## src/rtl/pg_rule_filter_pkg.sv

```systemverilog
// Shared types and constants for the port-group rule filter stage.
// Entry and tag layouts are fixed here; the top's RULE_WIDTH must match PG_RULE_WIDTH.
package pg_rule_filter_pkg;

  localparam int PG_AWIDTH     = 8;
  localparam int PG_RULE_WIDTH = 16;
  localparam int PU_LATENCY    = 12;
  localparam int PG_FIFO_DEPTH = 32;

  typedef struct packed {
    logic [PG_RULE_WIDTH-1:0] rule;
    logic                     hit;
    logic                     last;
  } pg_filt_entry_t;

  // Rule id travelling alongside the port group while port_unit evaluates it
  typedef struct packed {
    logic                     valid;
    logic [PG_RULE_WIDTH-1:0] rule;
    logic                     last;
  } pg_filt_tag_t;

endpackage

```

## src/rtl/pg_filt_fifo.sv

```systemverilog
// Show-ahead synchronous FIFO of filter entries with a registered occupancy count.
// Head entry is presented combinationally from the storage array and forced to zero when empty.
module pg_filt_fifo
  import pg_rule_filter_pkg::*;
#(
  parameter int DEPTH = PG_FIFO_DEPTH
) (
  input  logic                   clk,
  input  logic                   rst_n,
  input  logic                   push,
  input  pg_filt_entry_t         din,
  input  logic                   pop,
  output pg_filt_entry_t         dout,
  output logic                   valid,
  output logic [$clog2(DEPTH):0] count
);

  localparam int AW = $clog2(DEPTH);

  pg_filt_entry_t mem [DEPTH];
  logic [AW-1:0]  wr_ptr_reg;
  logic [AW-1:0]  rd_ptr_reg;
  logic [AW:0]    count_reg;
  logic [AW:0]    count_next;
  logic           do_pop;

  assign valid      = (count_reg != '0);
  assign do_pop     = pop & valid;
  assign count_next = count_reg + (AW+1)'(push) - (AW+1)'(do_pop);

  always_ff @(posedge clk) begin
    if (push) begin
      mem[wr_ptr_reg] <= din;
    end
  end

  always_ff @(posedge clk or negedge rst_n) begin
    if (!rst_n) begin
      wr_ptr_reg <= '0;
      rd_ptr_reg <= '0;
      count_reg  <= '0;
    end else begin
      if (push) begin
        wr_ptr_reg <= wr_ptr_reg + 1'b1;
      end
      if (do_pop) begin
        rd_ptr_reg <= rd_ptr_reg + 1'b1;
      end
      count_reg <= count_next;
    end
  end

  assign dout  = valid ? mem[rd_ptr_reg] : '0;
  assign count = count_reg;

endmodule

```

## src/rtl/pg_rule_filter.sv

```systemverilog
// Port-group match stage: issues candidate port groups to port_unit, re-aligns rule ids with
// the delayed port_match and queues surviving rules plus end-of-packet markers for the consumer.
module pg_rule_filter #(
  parameter int RULE_WIDTH = pg_rule_filter_pkg::PG_RULE_WIDTH,
  parameter int PU_LATENCY = pg_rule_filter_pkg::PU_LATENCY,
  parameter int FIFO_DEPTH = pg_rule_filter_pkg::PG_FIFO_DEPTH
) (
  input  logic                                     clk,
  input  logic                                     rst_n,
  input  logic [RULE_WIDTH-1:0]                    in_rule,
  input  logic [pg_rule_filter_pkg::PG_AWIDTH-1:0] in_pg,
  input  logic                                     in_last,
  input  logic [15:0]                              in_src_port,
  input  logic [15:0]                              in_dst_port,
  input  logic                                     in_tcp,
  input  logic                                     in_valid,
  output logic                                     in_ready,
  output logic [pg_rule_filter_pkg::PG_AWIDTH-1:0] pu_pg,
  output logic                                     pu_pg_valid,
  output logic [15:0]                              pu_src_port,
  output logic [15:0]                              pu_dst_port,
  output logic                                     pu_tcp,
  input  logic                                     pu_port_match,
  output logic [RULE_WIDTH-1:0]                    out_rule,
  output logic                                     out_hit,
  output logic                                     out_last,
  output logic                                     out_valid,
  input  logic                                     out_ready,
  output logic [31:0]                              match_cnt,
  output logic [31:0]                              drop_cnt,
  output logic                                     align_err
);

  localparam int AWIDTH = pg_rule_filter_pkg::PG_AWIDTH;
  localparam int CW     = $clog2(FIFO_DEPTH) + 1;

  typedef pg_rule_filter_pkg::pg_filt_entry_t entry_t;
  typedef pg_rule_filter_pkg::pg_filt_tag_t   tag_t;

  logic [CW-1:0]     inflight_reg;
  logic [CW-1:0]     inflight_next;
  logic [CW-1:0]     fifo_cnt;
  logic [CW:0]       occupancy;
  logic              accept;
  logic              emerge;
  logic              push;
  logic              pop;
  tag_t              tail_tag;
  entry_t            push_entry;
  entry_t            head_entry;

  logic [AWIDTH-1:0] pu_pg_reg;
  logic              pu_pg_valid_reg;
  logic [15:0]       pu_src_port_reg;
  logic [15:0]       pu_dst_port_reg;
  logic              pu_tcp_reg;
  logic [31:0]       match_cnt_reg;
  logic [31:0]       drop_cnt_reg;
  logic              align_err_reg;

  // Each in-flight tag holds a FIFO slot, so a push can never find the FIFO full
  assign occupancy     = {1'b0, fifo_cnt} + {1'b0, inflight_reg};
  assign in_ready      = rst_n & (occupancy < (CW+1)'(FIFO_DEPTH));
  assign accept        = in_valid & in_ready;
  assign emerge        = tail_tag.valid;
  assign push          = emerge & (pu_port_match | tail_tag.last);
  assign pop           = out_valid & out_ready;
  assign inflight_next = inflight_reg + CW'(accept) - CW'(emerge);

  generate
    for (genvar gi = 0; gi <= PU_LATENCY; gi++) begin : g_tag
      tag_t stage_reg;
      tag_t stage_next;
      if (gi == 0) begin : g_head
        assign stage_next = '{valid: accept, rule: in_rule, last: in_last};
      end else begin : g_body
        assign stage_next = g_tag[gi-1].stage_reg;
      end
      always_ff @(posedge clk or negedge rst_n) begin
        if (!rst_n) begin
          stage_reg <= '0;
        end else begin
          stage_reg <= stage_next;
        end
      end
    end
  endgenerate

  assign tail_tag = g_tag[PU_LATENCY].stage_reg;

  // A miss on the last candidate still leaves an empty marker so the consumer sees end-of-packet
  always_comb begin
    push_entry      = '0;
    push_entry.hit  = pu_port_match;
    push_entry.last = tail_tag.last;
    if (pu_port_match) begin
      push_entry.rule = tail_tag.rule;
    end
  end

  always_ff @(posedge clk or negedge rst_n) begin
    if (!rst_n) begin
      inflight_reg    <= '0;
      pu_pg_reg       <= '0;
      pu_pg_valid_reg <= 1'b0;
      pu_src_port_reg <= '0;
      pu_dst_port_reg <= '0;
      pu_tcp_reg      <= 1'b0;
      match_cnt_reg   <= '0;
      drop_cnt_reg    <= '0;
      align_err_reg   <= 1'b0;
    end else begin
      inflight_reg    <= inflight_next;
      pu_pg_valid_reg <= accept;
      if (accept) begin
        pu_pg_reg       <= in_pg;
        pu_src_port_reg <= in_src_port;
        pu_dst_port_reg <= in_dst_port;
        pu_tcp_reg      <= in_tcp;
      end
      if (emerge && pu_port_match) begin
        match_cnt_reg <= match_cnt_reg + 32'd1;
      end
      if (emerge && !pu_port_match) begin
        drop_cnt_reg <= drop_cnt_reg + 32'd1;
      end
      if (pu_port_match && !emerge) begin
        align_err_reg <= 1'b1;
      end
    end
  end

  pg_filt_fifo #(
    .DEPTH (FIFO_DEPTH)
  ) u_fifo (
    .clk   (clk),
    .rst_n (rst_n),
    .push  (push),
    .din   (push_entry),
    .pop   (pop),
    .dout  (head_entry),
    .valid (out_valid),
    .count (fifo_cnt)
  );

  assign pu_pg       = pu_pg_reg;
  assign pu_pg_valid = pu_pg_valid_reg;
  assign pu_src_port = pu_src_port_reg;
  assign pu_dst_port = pu_dst_port_reg;
  assign pu_tcp      = pu_tcp_reg;
  assign out_rule    = head_entry.rule;
  assign out_hit     = head_entry.hit;
  assign out_last    = head_entry.last;
  assign match_cnt   = match_cnt_reg;
  assign drop_cnt    = drop_cnt_reg;
  assign align_err   = align_err_reg;

endmodule

```

## config.mk

```make
export PLATFORM = sky130hd
export DESIGN_NAME = pg_rule_filter
export DESIGN_NICKNAME = d
export VERILOG_FILES = /design/src/rtl/pg_rule_filter_pkg.sv /design/src/rtl/pg_filt_fifo.sv /design/src/rtl/pg_rule_filter.sv
export SDC_FILE = /design/constraint.sdc
export NUM_CORES = 1
export LEC_CHECK = 0
export CAP_MARGIN = 20
export CORE_UTILIZATION = 40
export DETAILED_ROUTE_END_ITERATION = 10
export PLACE_DENSITY_LB_ADDON = 0.08
export SKIP_LAST_GASP = 1
export SLEW_MARGIN = 25
export SYNTH_ARGS = -nofsm -noshare
export SYNTH_HDL_FRONTEND = slang
export SYNTH_SLANG_ARGS = --single-unit
```

## constraint.sdc

```tcl
create_clock -name clk -period 5.6 [get_ports clk]
set_input_delay 0.56 -clock clk [delete_from_list [all_inputs] [get_ports clk]]
set_output_delay 0.56 -clock clk [all_outputs]
set_load 0.05 [all_outputs]
```

==> flow_summary.ini <==
[place]
placed_area_sq_mm = 0.0376
dp.final_hpwl_um = 45400
globalplace.congestion = 0.775
port-buffer-count = 189

[synth]
synth_edf_count = 576
syn-cell-area_sq_mm = 0.0340
ys_seq_area_frac = 0.774
synth_fp_nets = 1822
synth_most_common_cell = edfxtp_1
yosysWarnings = 0
ys_top_cells_by_area = edfxtp_1 51%, dfrtp_1 27%, mux4_2 7.1%
yosys_most_used_dff = edfxtp_1
ys_async_sr_fraction = 0.386
muxShareOfSynthArea = 0.112
synth.avg_cell_area_sq_um = 19.7
synth_compound_area_frac = 0.0315
ys_ff_latch = 938
ys_top_cells_by_count = 576 x edfxtp_1, 362 x dfrtp_1, 108 x mux4_2
synth-simple-area-share = 0.0358
synthAdderAreaFrac = 0.0107
synth_cell_type_count = 58
synth-xor-area-share = 0.0198
synth_top_family_by_area = multiplexers
synth_top_cell_area_share = 0.508
synth_area_leader_cell = edfxtp_1
syn_inst = 1731

[cts]
root_buffer = clkbuf_16
clkTransAtPathRegs_ns = 0.06
cts_made_buffers = 98
clkLatencyLatePin_ns = 0.65
cts_buffer_depth = 3
cts_sinks = 938
post_cts_buffers = 0
htreeDepth = 3
cts_tree = yes
post_cts_resized = 0

[min_path]
worstHoldEndpoint = u_fifo.mem[15][1]$_DFFE_PP_
min_from = pu_port_match
hold_depth = 1
holdCritPathClass = primary input to flip-flop

[drt]
wl_um = 76200
vias = 16500
drtPass1Iterations = 6
via_per_inst = 5.14
wl_per_cell_um = 23.7
post-route-drc-count = 0
first_iter_violations = 921
antenna_left = 0

[worst_setup_path]
critPathKind = flip-flop to output port
required_ns = 5.04
cp_max_fo = 45
r2r_start = g_tag[12].stage_reg[0]$_DFF_PN0_
reg2reg_depth = 5
critPathLaunchType = flip-flop
cpMaxStageDelayCell = dfrtp_4
end_kind = output port
cp.arrival_ns = 4.27
slowest_delay_ns = 0.86
reg2reg_setup_slack_ns = 1.82
path_cells = buf_4, mux4_2, a22o_1, o31ai_1, a21oi_1, clkdlybuf4s50_1
reg2reg_to = u_fifo.mem[27][16]$_DFFE_PP_

[global_routing]
grt_usage = 0.180
antenna_found_initial = 0
grt_first_pass_wirelength_um = 115000
grt_overflow = 0
grt_pass1_vias = 17600
grt_max_degree = 179

[run_status]
status = finished clean

[job]
drv_cap = 0

[layout]
layout-drive-gt1-share = 0.199
stdcell_area_sq_mm = 0.0408
fin_nets = 2093
diodes = 0
largest_reg_flops = 576
synthToLayoutAreaGrowth_pct = 20.0

[floorplanning]
dieArea_sq_mm = 0.0863
die_w_um = 294
start_util = 0.405
die_y_um = 294
core-area_sq_mm = 0.0840
rows = 106
ioPinCount = 190

[timing]
finalHoldViolations = 0
slew_viol_final = 0
maxSlewHeadroom = 0.335
setup_viol = 0
skew_ns = 0.0224
setup_tns_ns = 0
period_minus_slack_ns = 4.83
finalCritPeriodShare = 0.863
fmax_mhz = 207
rsz0062_at_grt = no
worst_pin_slew_ns = 0.989

[power_and_ir_drop]
powerDensity_mw_per_mm2 = 508
ir_drop_mv = 0.323
leakage_nw = 15.0
-- worst max path at each step --
stage	from	end	slack (ns)	depth (start not counted)
after floorplan	u_fifo.count[2]$_DFF_PN0_	out_rule[11]	2.51	7
after global placement	u_fifo.rd_ptr_reg[1]$_DFFE_PN0P_	out_last	1.35	6
after detailed placement	u_fifo.rd_ptr_reg[1]$_DFFE_PN0P_	out_last	1.41	6
after CTS	u_fifo.rd_ptr_reg[1]$_DFFE_PN0P_	out_last	0.72	6
after global routing	u_fifo.rd_ptr_reg[1]$_DFFE_PN0P_	out_rule[15]	0.59	6
final	u_fifo.rd_ptr_reg[1]$_DFFE_PN0P_	out_last	0.77	6
-- cells by family (layout without fill, tap and decap cells) --
group / after synthesis / count (layout)
flip-flops: 938 / 938
AND/OR/NAND/NOR: 221 / 221
multiplexers: 225 / 225
adder cells (fa/ha/maj): 28 / 28
XOR/XNOR: 77 / 77
AO/OA/AOI/OAI: 141 / 141
buffers and inverters: 101 / 453
-- cell usage in the layout (no fill, tap or decap), types with 17 or more instances in the layout --
cell             count
edfxtp_1           576
dfrtp_1            360
clkdlybuf4s50_1    187
mux4_2             108
clkbuf_16           98
mux2i_1             64
xnor2_1             62
buf_4               46
mux2_4              39
nand2_1             31
nor2_1              29
nand4_1             29
inv_1               27
nand3_1             26
ha_1                26
clkinv_2            21
and2_1              19
a21oi_1             19
a22o_1              18
o221ai_1            18
a22oi_1             18
clkbuf_1            17
-- power by group --
group	switching [mW]	leakage, nW	total [mW]	internal (mW)
logic	3.58	3.75	6.07	2.49
registers	0.402	9.64	8.21	7.81
clock network	2.68	1.60	6.48	3.80
total	6.66	15.0	20.8	14.1
-- through the flow --
stage | hold slack [ns] | worst slack [ns] | std cells | power (mW) | util
after CTS | 0.290 | 0.717 | 3216 | 21.0 | 0.486
after global routing | 0.293 | 0.592 | 3217 | 21.7 | 0.487
after global placement | 0.331 | 1.35 | 3031 | 14.4 | 0.446
after floorplan | 0.264 | 2.51 | 1731 | 12.5 | -
after detailed placement | 0.335 | 1.41 | 3034 | 14.5 | 0.447
final | 0.328 | 0.767 | 3217 | 20.8 | 0.487
-- layer usage --
metal  track usage  vias up  routed length, um
met5             0        -                  0
met4        0.0495        0               1680
met3        0.0341      108               3770
met2         0.301      413              37800
met1         0.242     8758              33000
li1              -     7250                  -
-- what timing repair did --
| item | in CTS | in global routing |
|---|---|---|
| hold endpoints to repair | 69 | 0 |
| hold buffers | 1 | 0 |
| endpoints found under the setup margin | 0 | 0 |
-- critical path, delay by kind of cell (launching register included) --
kind	cells	cell delay, ns
buf+inv	2	1.44
flops	1	0.86
compound gates	3	0.85
mux	1	0.40
-- final cells by class --
cell class                 count  area, sq um
tap                         1134         1420
sequential                   938        26400
timing repair buffer         244         2440
clock inverter                55          569
fill                        6989        43100
multi-input combinational    692         7280
clock buffer                 126         2670
inverter                      28          108
No activity file was read; power rests on OpenSTA's default activity.
